[src/rtl/alu_arbiter.sv]
// Two-requester round-robin arbiter and sequencer for the shared combinational ALU.
// One operation in flight at a time; the result and flags come back on a tagged response channel.
module alu_arbiter #(
    parameter int REGISTER_LENGTH    = 64,
    parameter int ALU_CONTROL_LENGTH = 3
) (
    input  logic                          clk_i,
    input  logic                          reset_i,

    input  logic                          req0_valid_i,
    output logic                          req0_ready_o,
    input  logic [ALU_CONTROL_LENGTH-1:0] req0_op_i,
    input  logic [REGISTER_LENGTH-1:0]    req0_a_i,
    input  logic [REGISTER_LENGTH-1:0]    req0_b_i,

    input  logic                          req1_valid_i,
    output logic                          req1_ready_o,
    input  logic [ALU_CONTROL_LENGTH-1:0] req1_op_i,
    input  logic [REGISTER_LENGTH-1:0]    req1_a_i,
    input  logic [REGISTER_LENGTH-1:0]    req1_b_i,

    output logic                          rsp_valid_o,
    input  logic                          rsp_ready_i,
    output logic                          rsp_id_o,
    output logic [REGISTER_LENGTH-1:0]    rsp_result_o,
    output logic                          rsp_zero_o,
    output logic                          rsp_overflow_o,
    output logic                          rsp_carryout_o,
    output logic                          rsp_negative_o,
    output logic                          rsp_error_o,

    output logic [ALU_CONTROL_LENGTH-1:0] alu_control_o,
    output logic [REGISTER_LENGTH-1:0]    alu_a_o,
    output logic [REGISTER_LENGTH-1:0]    alu_b_o,
    input  logic [REGISTER_LENGTH-1:0]    alu_result_i,
    input  logic                          alu_zero_i,
    input  logic                          alu_overflow_i,
    input  logic                          alu_carryout_i,
    input  logic                          alu_negative_i
);

    localparam logic [ALU_CONTROL_LENGTH-1:0] OP_PASS_B   = ALU_CONTROL_LENGTH'(0);
    localparam logic [ALU_CONTROL_LENGTH-1:0] OP_ADD      = ALU_CONTROL_LENGTH'(2);
    localparam logic [ALU_CONTROL_LENGTH-1:0] OP_SUBTRACT = ALU_CONTROL_LENGTH'(3);
    localparam logic [ALU_CONTROL_LENGTH-1:0] OP_AND      = ALU_CONTROL_LENGTH'(4);
    localparam logic [ALU_CONTROL_LENGTH-1:0] OP_OR       = ALU_CONTROL_LENGTH'(5);
    localparam logic [ALU_CONTROL_LENGTH-1:0] OP_XOR      = ALU_CONTROL_LENGTH'(6);

    typedef enum logic [1:0] {
        IDLE = 2'd0,
        EXEC = 2'd1,
        RESP = 2'd2
    } state_t;

    state_t                        state;
    state_t                        next_state;
    logic                          last_grant;
    logic [ALU_CONTROL_LENGTH-1:0] op_q;
    logic [REGISTER_LENGTH-1:0]    a_q;
    logic [REGISTER_LENGTH-1:0]    b_q;

    logic                          any_valid;
    logic                          winner;
    logic                          accept;
    logic                          illegal_op;

    // Ready is gated by reset so nothing can be accepted while reset is held.
    always_comb begin
        any_valid    = req0_valid_i || req1_valid_i;
        winner       = (req0_valid_i && req1_valid_i) ? ~last_grant : req1_valid_i;
        accept       = (state == IDLE) && any_valid && !reset_i;
        req0_ready_o = accept && !winner;
        req1_ready_o = accept && winner;
    end

    always_comb begin
        illegal_op = 1'b1;
        case (op_q)
            OP_PASS_B, OP_ADD, OP_SUBTRACT, OP_AND, OP_OR, OP_XOR: illegal_op = 1'b0;
            default:                                               illegal_op = 1'b1;
        endcase
    end

    always_comb begin
        next_state = state;
        case (state)
            IDLE:    if (accept) next_state = EXEC;
            EXEC:    next_state = RESP;
            RESP:    if (rsp_ready_i) next_state = IDLE;
            default: next_state = IDLE;
        endcase
    end

    always_ff @(posedge clk_i or posedge reset_i) begin
        if (reset_i) begin
            state <= IDLE;
        end else begin
            state <= next_state;
        end
    end

    // last_grant starts at 1 so requester 0 wins the first contention.
    always_ff @(posedge clk_i or posedge reset_i) begin
        if (reset_i) begin
            last_grant <= 1'b1;
            op_q       <= '0;
            a_q        <= '0;
            b_q        <= '0;
        end else if (accept) begin
            last_grant <= winner;
            op_q       <= winner ? req1_op_i : req0_op_i;
            a_q        <= winner ? req1_a_i  : req0_a_i;
            b_q        <= winner ? req1_b_i  : req0_b_i;
        end
    end

    // last_grant still names the requester of the operation being executed.
    always_ff @(posedge clk_i or posedge reset_i) begin
        if (reset_i) begin
            rsp_id_o       <= 1'b0;
            rsp_result_o   <= '0;
            rsp_zero_o     <= 1'b0;
            rsp_overflow_o <= 1'b0;
            rsp_carryout_o <= 1'b0;
            rsp_negative_o <= 1'b0;
            rsp_error_o    <= 1'b0;
        end else if (state == EXEC) begin
            rsp_id_o <= last_grant;
            if (illegal_op) begin
                rsp_result_o   <= '0;
                rsp_zero_o     <= 1'b0;
                rsp_overflow_o <= 1'b0;
                rsp_carryout_o <= 1'b0;
                rsp_negative_o <= 1'b0;
                rsp_error_o    <= 1'b1;
            end else begin
                rsp_result_o   <= alu_result_i;
                rsp_zero_o     <= alu_zero_i;
                rsp_overflow_o <= alu_overflow_i;
                rsp_carryout_o <= alu_carryout_i;
                rsp_negative_o <= alu_negative_i;
                rsp_error_o    <= 1'b0;
            end
        end
    end

    assign rsp_valid_o   = (state == RESP);
    assign alu_control_o = op_q;
    assign alu_a_o       = a_q;
    assign alu_b_o       = b_q;

endmodule

[config.mk]
export PLATFORM = sky130hd
export DESIGN_NAME = alu_arbiter
export DESIGN_NICKNAME = d
export VERILOG_FILES = /design/src/rtl/alu_arbiter.sv
export SDC_FILE = /design/constraint.sdc
export NUM_CORES = 1
export LEC_CHECK = 0
export CAP_MARGIN = 10
export CORE_AREA = 4 4 205 207
export CTS_CLUSTER_SIZE = 30
export DETAILED_ROUTE_END_ITERATION = 8
export DIE_AREA = 0 0 209 211
export GPL_ROUTABILITY_DRIVEN = 0
export SYNTH_ARGS = -nofsm -noshare
export SYNTH_HDL_FRONTEND = slang
export SYNTH_SLANG_ARGS = --single-unit
[constraint.sdc]
create_clock -name clk_i -period 9.8 [get_ports clk_i]
set_input_delay 2.45 -clock clk_i [delete_from_list [all_inputs] [get_ports clk_i]]
set_output_delay 2.45 -clock clk_i [all_outputs]
set_load 0.01 [all_outputs]
==> flow_metrics.py <==
metrics = {
    "drt": {
        "routed_wirelength_um": 37620,
        "drt-initial-drc-count": 490,
        "wl_per_cell_um": 20.73,
        "via_per_inst": 4.740,
        "ant_nets": 0,
        "drcViolationCount": 0,
        "vias": 8603,
        "drt_pass1_iterations": 5,
    },
    "status": {
        "outcome": "finished clean",
    },
    "setup_path": {
        "cp_max_fo": 16,
        "end_kind": "primary output",
        "crit_family": "buffers and inverters",
        "critical_path_buf_inv_count": 2,
        "arrival_ps": 4460,
        "critPathKind": "input port to primary output",
        "cp-start-kind": "input port",
        "cp_cell_sequence": "clkdlybuf4s50_1 -> or3_4 -> nor3b_1 -> clkdlybuf4s50_1",
        "critical_path.max_stage_delay_ps": 670,
        "crit_slowest_cell": "clkdlybuf4s50_1",
        "cp_data_required_time_ps": 7350,
        "critPathMostFrequentCell": "clkdlybuf4s50_1",
    },
    "power": {
        "power_leakage_uw": 0.006227,
        "vdd_drop_max_v": 0.00009740,
        "p_per_area_nw_per_um2": 277.7,
        "fin_total_pwr_uw": 4250,
    },
    "cts": {
        "clock_sinks": 204,
        "ctsResizeCount": 0,
        "cts_setup_buffers": 0,
        "h-tree-depth": 1,
        "tritoncts": "built",
        "path_clk_slew_ps": 60,
        "clockRootBuffer": "clkbuf_16",
        "cts.path.max_buffers": 3,
        "cts_hold_buf": 0,
        "clkLatencyLatePin_ps": 520,
        "numCtsBuffers": 25,
    },
    "timing": {
        "fin_tns_setup_ps": 0,
        "setup_viol": 0,
        "slew_headroom": 0.3129,
        "max_freq_mhz": 144.7,
        "skew_ps": 8.160,
        "hold_viol_final": 0,
        "worstMarginPinSlew_ps": 1031,
        "rsz0062_at_grt": "false",
        "min_period_ps": 6913,
        "finalMaxSlewViolations": 0,
        "period_share": 0.7054,
    },
    "floorplanning": {
        "core_area_um2": 40370,
        "die_width_um": 209,
        "dieHeight_um": 211,
        "boundaryPins": 539,
        "rows": 74,
        "dieArea_um2": 44100,
        "initial_core_util": 0.2152,
    },
    "yosys": {
        "seq_area_frac_synth": 0.5878,
        "synth_top_cell_area_share": 0.5848,
        "avgSynthCellArea_um2": 11.19,
        "ys_top_cells_by_area": "dfrtp_1 (58%), a221o_1 (15%), nor3_1 (7.5%)",
        "syn_inst": 776,
        "async_reset_ff_frac": 1.000,
        "syn_area_um2": 8687,
        "synth_most_common_cell": "dfrtp_1",
        "synth_cell_types": 21,
        "synth_ff_type": "dfrtp_1",
        "yosysTopAreaCell": "dfrtp_1",
        "syn-num-nets": 1111,
        "synth_edf_count": 0,
        "synth_common_cells": "dfrtp_1 (203), nand2_1 (134), a221o_1 (131), nor3_1 (131)",
        "ys_warn_count": 0,
        "synth-seq-cells": 204,
    },
    "global_routing": {
        "grt_first_pass_wirelength_um": 55720,
        "track_usage": 0.1592,
        "grt_max_degree": 95,
        "grt_overflow": 0,
        "antenna_found_initial": 5,
        "grt_pass1_vias": 8790,
    },
    "finish": {
        "area_delta_synth_final_pct": 76.16,
        "drive_gt1_frac": 0.05070,
        "nets": 1599,
        "nFillCells": 4023,
        "fin_cells": 1815,
    },
    "hold_path": {
        "holdCritPathClass": "flop to flop",
    },
    "placement": {
        "dp_cells": 1769,
        "dp.final_hpwl_um": 26660,
        "port_buffers": 538,
    },
    "job": {
        "maxCapViolCount": 0,
    },
}
per-stage QoR:
step	utilization	hold slack, ps	instance area, um^2	setup slack [ps]
finish	0.3791	485.8	15300	2887
global route	0.3790	519.1	15300	2732
CTS	0.3790	497.7	15300	2825
detailed placement	0.3581	484.5	14460	2844
global placement	0.3581	466.5	14460	2884
floorplan	-	492.0	8687	1784
sequential cells by signal (all words and copies together) (netlist names):
signal and flops:
alu_a_o 64, alu_b_o 64, alu_control_o 3, last_grant 1
rsp_carryout_o 1, rsp_error_o 1, rsp_id_o 1, rsp_negative_o 1
rsp_overflow_o 1, rsp_result_o 64, rsp_zero_o 1, state 2
logic make-up (layout without fill, tap and decap cells):
kind of cell | count (synthesis) | count (layout) | share of synthesized area
other | 0 | 1 | 0
AO/OA/AOI/OAI | 205 | 205 | 0.2238
buffers and inverters | 94 | 600 | 0.04911
XOR/XNOR | 1 | 1 | 0.001008
AND/OR/NAND/NOR | 272 | 272 | 0.1383
flip-flops | 204 | 204 | 0.5878
worst paths after layout:
check	startpoint	endpoint	slack, ps	depth (start not counted)
worst max-delay path	reset_i	req1_ready_o	2890	4
worst min-delay path	rsp_id_o$_DFFE_PP0N_	rsp_id_o$_DFFE_PP0N_	490	2
min in group asynchronous	reset_i	rsp_result_o[1]$_DFFE_PP0N_	2440	2
worst min register to register	rsp_id_o$_DFFE_PP0N_	rsp_id_o$_DFFE_PP0N_	490	2
worst max register to register	state[0]$_DFFE_PP0P_	alu_b_o[55]$_DFFE_PP0P_	6560	5
max in group asynchronous	reset_i	alu_b_o[49]$_DFFE_PP0P_	6010	3
cell type report:
type | count | area [um^2] | area share
repair buffers | 550 | 5473 | 0.3576
flip-flops and latches | 204 | 5106 | 0.3337
multi-input cells | 478 | 3186 | 0.2082
clock buffers | 33 | 725.7 | 0.04742
well taps | 532 | 665.6 | 0.04350
clock inverters | 12 | 118.9 | 0.007767
inverters | 5 | 26.28 | 0.001717
diodes | 1 | 2.502 | 0.0001635
placed cells by master (no fill, tap or decap), types with 2 or more instances in the layout:
| master | count |
|---|---|
| dfrtp_1 | 203 |
| clkinv_2 | 7 |
| a22o_1 | 68 |
| clkbuf_8 | 7 |
| nor3_1 | 131 |
| clkbuf_16 | 25 |
| a221o_1 | 131 |
| clkdlybuf4s50_1 | 537 |
| clkinvlp_4 | 2 |
| o21ai_0 | 3 |
| inv_1 | 4 |
| bufinv_16 | 2 |
| nand2_1 | 134 |
| buf_4 | 13 |
worst register-to-register path, delay by kind of cell, from the launching register on:
kind / cells / cell delay (ps)
buffers and inverters: 2 / 1380
flip-flops: 1 / 370
AO/OA/AOI/OAI: 1 / 340
AND/OR/NAND/NOR: 2 / 1080
metal layers:
layer / track usage / part of all wire
met1: 0.2047 / 0.40
met2: 0.2595 / 0.47
met3: 0.05020 / 0.093
met4: 0.04635 / 0.030
met5: 0 / 0.0022
report_power, final:
part	leakage, uW	internal, uW	total, uW	switching (uW)
registers	0.00255	1230	1470	243
logic	0.00326	1080	1840	756
clock network	0.000420	571	945	374
total	0.00623	2880	4250	1370
(Power assumes the default switching activity.)
